`src/rtl/io_map_pkg.sv`:
```
// io_map_pkg: I/O map constants, STATUS bit positions and UART tx state encoding.
package io_map_pkg;
  localparam logic [3:0] UART_BASE = 4'hC;
  localparam logic [3:0] UART_DATA_OFS = 4'd0;
  localparam logic [3:0] UART_STATUS_OFS = 4'd1;
  localparam int ST_EMPTY = 0;
  localparam int ST_FULL = 1;
  localparam int ST_BUSY = 2;
  localparam int ST_OVF = 3;
  localparam int ST_CNT_LSB = 4;
  typedef enum logic [1:0] {IDLE, START, DATA, STOP} tx_state_t;
endpackage

```
`src/rtl/io_uart_tx_sync_fifo.sv`:
```
// sync_fifo: single-clock FIFO; push when full and pop when empty are ignored.
module sync_fifo #(
  parameter int WIDTH = 8,
  parameter int DEPTH = 8
) (
  input  logic                     clk,
  input  logic                     reset,
  input  logic                     push,
  input  logic                     pop,
  input  logic [WIDTH-1:0]         din,
  output logic [WIDTH-1:0]         dout,
  output logic                     full,
  output logic                     empty,
  output logic [$clog2(DEPTH):0]   count
);
  localparam int AW = $clog2(DEPTH);
  logic [WIDTH-1:0] mem [DEPTH];
  logic [AW-1:0] wr_ptr, rd_ptr;
  logic do_push, do_pop;
  assign full = count == (AW+1)'(DEPTH);
  assign empty = count == '0;
  assign do_push = push && !full;
  assign do_pop = pop && !empty;
  assign dout = mem[rd_ptr];
  always_ff @(posedge clk)
    if (do_push) mem[wr_ptr] <= din;
  always_ff @(posedge clk) begin
    if (reset) begin
      wr_ptr <= '0;
      rd_ptr <= '0;
      count <= '0;
    end else begin
      if (do_push) wr_ptr <= wr_ptr + 1'b1;
      if (do_pop) rd_ptr <= rd_ptr + 1'b1;
      count <= count + {{AW{1'b0}}, do_push} - {{AW{1'b0}}, do_pop};
    end
  end
endmodule

```
`src/rtl/io_uart_tx.sv`:
```
// io_uart_tx: memory-mapped 8N1 serial transmitter with write FIFO and STATUS register.
module io_uart_tx import io_map_pkg::*; #(
  parameter logic [3:0] BASE_ADDR = UART_BASE,
  parameter int CLKS_PER_BIT = 434,
  parameter int FIFO_DEPTH = 8
) (
  input  logic       clk,
  input  logic       reset,
  input  logic [3:0] io_addr,
  input  logic [7:0] io_data_in,
  input  logic       io_we,
  input  logic       io_oe,
  output logic [7:0] io_data_out,
  output logic       io_data_drive,
  output logic       tx,
  output logic       tx_busy
);
  localparam logic [3:0] DATA_ADDR = BASE_ADDR + UART_DATA_OFS;
  localparam logic [3:0] STAT_ADDR = BASE_ADDR + UART_STATUS_OFS;
  localparam int BW = $clog2(CLKS_PER_BIT);
  localparam int CW = $clog2(FIFO_DEPTH) + 1;
  tx_state_t state;
  logic [BW-1:0] baud;
  logic [2:0] bit_idx;
  logic [7:0] shift, dout, status;
  logic [CW-1:0] count;
  logic hit_data, hit_stat, wr_data, full, empty, pop, overflow, baud_last;
  assign hit_data = io_addr == DATA_ADDR;
  assign hit_stat = io_addr == STAT_ADDR;
  assign wr_data = io_we && hit_data;
  assign pop = state == IDLE && !empty;
  assign baud_last = baud == BW'(CLKS_PER_BIT - 1);
  assign io_data_drive = io_oe && (hit_data || hit_stat);
  assign io_data_out = io_oe && hit_stat ? status : 8'h00;
  always_comb begin
    status = '0;
    status[ST_EMPTY] = empty;
    status[ST_FULL] = full;
    status[ST_BUSY] = tx_busy;
    status[ST_OVF] = overflow;
    status[ST_CNT_LSB +: 4] = 4'(count);
  end
  sync_fifo #(.WIDTH(8), .DEPTH(FIFO_DEPTH)) u_fifo (
    .clk(clk), .reset(reset), .push(wr_data), .pop(pop), .din(io_data_in),
    .dout(dout), .full(full), .empty(empty), .count(count)
  );
  // A dropped byte in the same cycle as a clear keeps the flag set.
  always_ff @(posedge clk)
    overflow <= reset ? 1'b0 : wr_data && full ? 1'b1 :
                io_we && hit_stat && io_data_in[ST_OVF] ? 1'b0 : overflow;
  always_ff @(posedge clk) begin
    if (reset) begin
      state <= IDLE;
      tx <= 1'b1;
      tx_busy <= 1'b0;
      baud <= '0;
      bit_idx <= '0;
      shift <= '0;
    end else begin
      baud <= state == IDLE || baud_last ? '0 : baud + 1'b1;
      case (state)
        IDLE: if (pop) begin
          shift <= dout;
          state <= START;
          tx <= 1'b0;
          tx_busy <= 1'b1;
        end
        START: if (baud_last) begin
          state <= DATA;
          bit_idx <= '0;
          tx <= shift[0];
        end
        DATA: if (baud_last) begin
          if (bit_idx == 3'd7) begin
            state <= STOP;
            tx <= 1'b1;
          end else begin
            bit_idx <= bit_idx + 1'b1;
            shift <= shift >> 1;
            tx <= shift[1];
          end
        end
        default: if (baud_last) begin
          state <= IDLE;
          tx_busy <= 1'b0;
        end
      endcase
    end
  end
endmodule
```
`config.mk`:
```
export PLATFORM = sky130hd
export DESIGN_NAME = io_uart_tx
export DESIGN_NICKNAME = d
export VERILOG_FILES = /design/src/rtl/io_map_pkg.sv /design/src/rtl/io_uart_tx_sync_fifo.sv /design/src/rtl/io_uart_tx.sv
export SDC_FILE = /design/constraint.sdc
export NUM_CORES = 1
export LEC_CHECK = 0
export ABC_AREA = 1
export BUFFER_PORTS_ARGS = -buffer_cell sky130_fd_sc_hd__buf_2
export CELL_PAD_IN_SITES_DETAIL_PLACEMENT = 1
export CELL_PAD_IN_SITES_GLOBAL_PLACEMENT = 1
export CORE_MARGIN = 2
export CORE_UTILIZATION = 47
export DETAILED_ROUTE_END_ITERATION = 12
export PLACE_DENSITY = 0.77
export SLEW_MARGIN = 20
export SYNTH_ARGS = -nofsm -noshare
export SYNTH_HDL_FRONTEND = slang
export SYNTH_SLANG_ARGS = --single-unit
```
`constraint.sdc`:
```
create_clock -name clk -period 2.5 [get_ports clk]
set_input_delay 0.375 -clock clk [delete_from_list [all_inputs] [get_ports clk]]
set_output_delay 0.375 -clock clk [all_outputs]
set_load 0.02 [all_outputs]
```
==> out/metrics.csv <==
stage;metric;value;unit
yosys;synth_commonest_cells;101 x nand2_1, 64 x edfxtp_1, 61 x nor2_1;
final_layout;drive_gt1_share;13.8;%
timing;slew_headroom;58.3;%
worst_setup_path;cp.required;2770;ps
timing;fin_crit_sh;89.0;%
timing;worst_pin_slew;625;ps
routing;drtIter0Drc;170;
yosys;synth_area_leaders;edfxtp_1 43%, dfxtp_1 17%, nand2_1 8.4%;
worst_setup_path;max_stage_delay;400;ps
clock_tree;cts_made_buffers;9;
routing;ant_nets;0;
die;die_h;102;um
routing;wl_per_cell;16.1;um
worst_setup_path;crit_type;flop to flop;
timing;finalSetupViolations;0;
yosys;yosys.area.top_type;edfxtp_1;
run_status;status;finished clean;
clock_tree;clk_pin_slew;120;ps
placed_design;gp_congestion;0.770;
flow_run;maxCapViolations;0;
yosys;synth_most_common_cell;nand2_1;
yosys;synth_nets;506;
yosys;syn_area;4520;um2
routing;first_pass_iters;4;
global_routing;grt.total_usage;21.3;%
yosys;ys_warn_count;0;
clock_tree;cts.sinks;102;
clock_tree;cts_tree;yes;
routing;top_layer;met4;
die;io_pins;27;
timing;grt_setup_unrepaired;no;
yosys;synthFlopType;edfxtp_1;
power;vdd_drop_max;0.000453;V
placed_design;place_area;4800;um2
clock_tree;htree_levels;3;
die;core;9280;um2
final_layout;final_area;5010;um2
yosys;synth_seq_cells;102;
timing;clock_skew;16.0;ps
yosys;async_flop_share;0;%
final_layout;num_antenna_cells;0;
final_layout;area_delta_synth_final;10.9;%
timing;hold_violations;0;
die;die_w;102;um
yosys;yosysSeqAreaShare;59.3;%
global_routing;grt_start_max_net_pins;33;
final_layout;fin_nets;536;
clock_tree;clkLatencyLatePin;370;ps
clock_tree;ctsLongestPathBuffers;2;
routing;wl_met2;5.44;mm
global_routing;antenna_found_initial;0;
placed_design;place_hpwl;7.26;mm
clock_tree;cts-resized-gates;0;
hold_path;hold_path_class;input port to flop;
die;fp.dieArea;10400;um2
worst_setup_path;cpMaxStageDelayCell;dfxtp_1;
routing;totalWireLength;10.3;mm
worst_setup_path;startpoint_type;flop;
clock_tree;post_cts_buffers;0;
worst_setup_path;critPathMaxFanout;5;
die;initial_utilization;48.7;%
power;power_density;939;nW/um2
yosys;synth_edf_count;64;
yosys;syn_area_per_cell;9.56;um2
worst_setup_path;arrival;2490;ps
power;leakagePower;2.00;nW
global_routing;grt_pass1_vias;3520;
routing;vias_per_cell;5.24;
routing;num_vias;3335;
yosys;ys_types;32;
yosys;synth_top_area_share;42.5;%
final_layout;post-route-util;54.0;%
timing;final_max_slew_viol_count;0;
worst_setup_path;critPathCaptureType;flop;
routing;wl_met3;321;um
global_routing;grt_pass1_wl;16.8;mm
yosys;syn_inst;473;
timing;tns;0;ps
die;num_rows;35;
clock_tree;cts_root_buf;clkbuf_8;
worst_setup_path;path_cells;inv_1, ha_1, nand2_1, clkinv_1, ha_1, inv_1, ha_1, inv_1, fa_1, xor2_1, nor2_1;
clock_tree;hold_buffers;0;
routing;drc;0;
global_routing;overflow;0;
routing;wl_met1;4.35;mm
placed_design;portBuffers;26;
timing;max_freq;450;MHz
timing;period_needed;2220;ps
layout by cell type (no fill, tap or decap), drive strengths merged:
cell type and n:
nor3b 4, clkinv 4, nand2 107, a21oi 26
xor2 3, fa 1, nor2 63, o21ai 17
clkbuf 9, o211ai 1, nand4 5, nor3 8
ha 16, edfxtp 64, inv 41, dfxtp 38
nand3 61, buf 37, nand3b 1, or2 2
per-layer routing:
| layer | up-vias | track usage [%] |
|---|---|---|
| met3 | 13 | 4.51 |
| met4 | 0 | 6.67 |
| li1 | 1639 | - |
| met2 | 48 | 38.1 |
| met5 | - | 0 |
| met1 | 1635 | 25.8 |
critical path, delay by kind of cell, from the launching register on:
family                   cells  cell delay, ps
XOR/XNOR                     1             170
adder cells (fa/ha/maj)      4            1090
buffers and inverters        4             320
flip-flops                   1             400
AND/OR/NAND/NOR              2             160
worst paths after layout:
kind	start	end	slack (ps)	cells past startpoint
hold reg to reg	tx$_SDFFE_PP1P_	tx$_SDFFE_PP1P_	460	2
setup reg to reg	state[0]$_SDFFE_PP0P_	u_fifo.count[2]$_SDFF_PP0_	280	11
hold / removal	io_data_in[2]	u_fifo.mem[3][2]$_DFFE_PP_	270	1
setup / recovery	state[0]$_SDFFE_PP0P_	u_fifo.count[2]$_SDFF_PP0_	280	11
metrics by stage:
step	cells	hold WS [ps]	setup slack, ps	power (mW)
after floorplan	473	433	404	3.29
after global placement	621	437	421	3.58
after detailed placement	621	440	250	3.67
after CTS	637	251	244	4.76
after global routing	637	259	111	5.07
final	637	275	276	4.71
final cells by class:
cell class | count | area (um2)
clock inverter | 7 | 91.3
clock buffer | 9 | 124
multi-input combinational | 315 | 1600
sequential | 102 | 2680
fill | 1095 | 4270
tap | 129 | 161
inverter | 38 | 143
timing repair buffer | 37 | 213
power breakdown:
| part | switching (mW) | total [mW] | internal, mW |
|---|---|---|---|
| clock | 0.667 | 1.08 | 0.412 |
| sequential | 0.100 | 2.04 | 1.94 |
| combinational | 1.06 | 1.59 | 0.529 |
kinds of logic after synthesis:
| group | after synthesis | share of synthesized area (%) |
|---|---|---|
| AND/OR/NAND/NOR | 251 | 24.8 |
| flip-flops | 102 | 59.3 |
| buffers and inverters | 56 | 5.28 |
| XOR/XNOR | 3 | 0.581 |
| AO/OA/AOI/OAI | 44 | 5.09 |
| adder cells (fa/ha/maj) | 17 | 4.87 |
sequential cells by signal, indices dropped and copies added, names as in the netlist, named ones only:
register	flops
u_fifo.mem	64
baud	9
shift	8
u_fifo.count	4
bit_idx	3
u_fifo.rd_ptr	3
u_fifo.wr_ptr	3
state	2
overflow	1
tx	1
tx_busy	1
No activity file was read; power rests on OpenSTA's default activity.
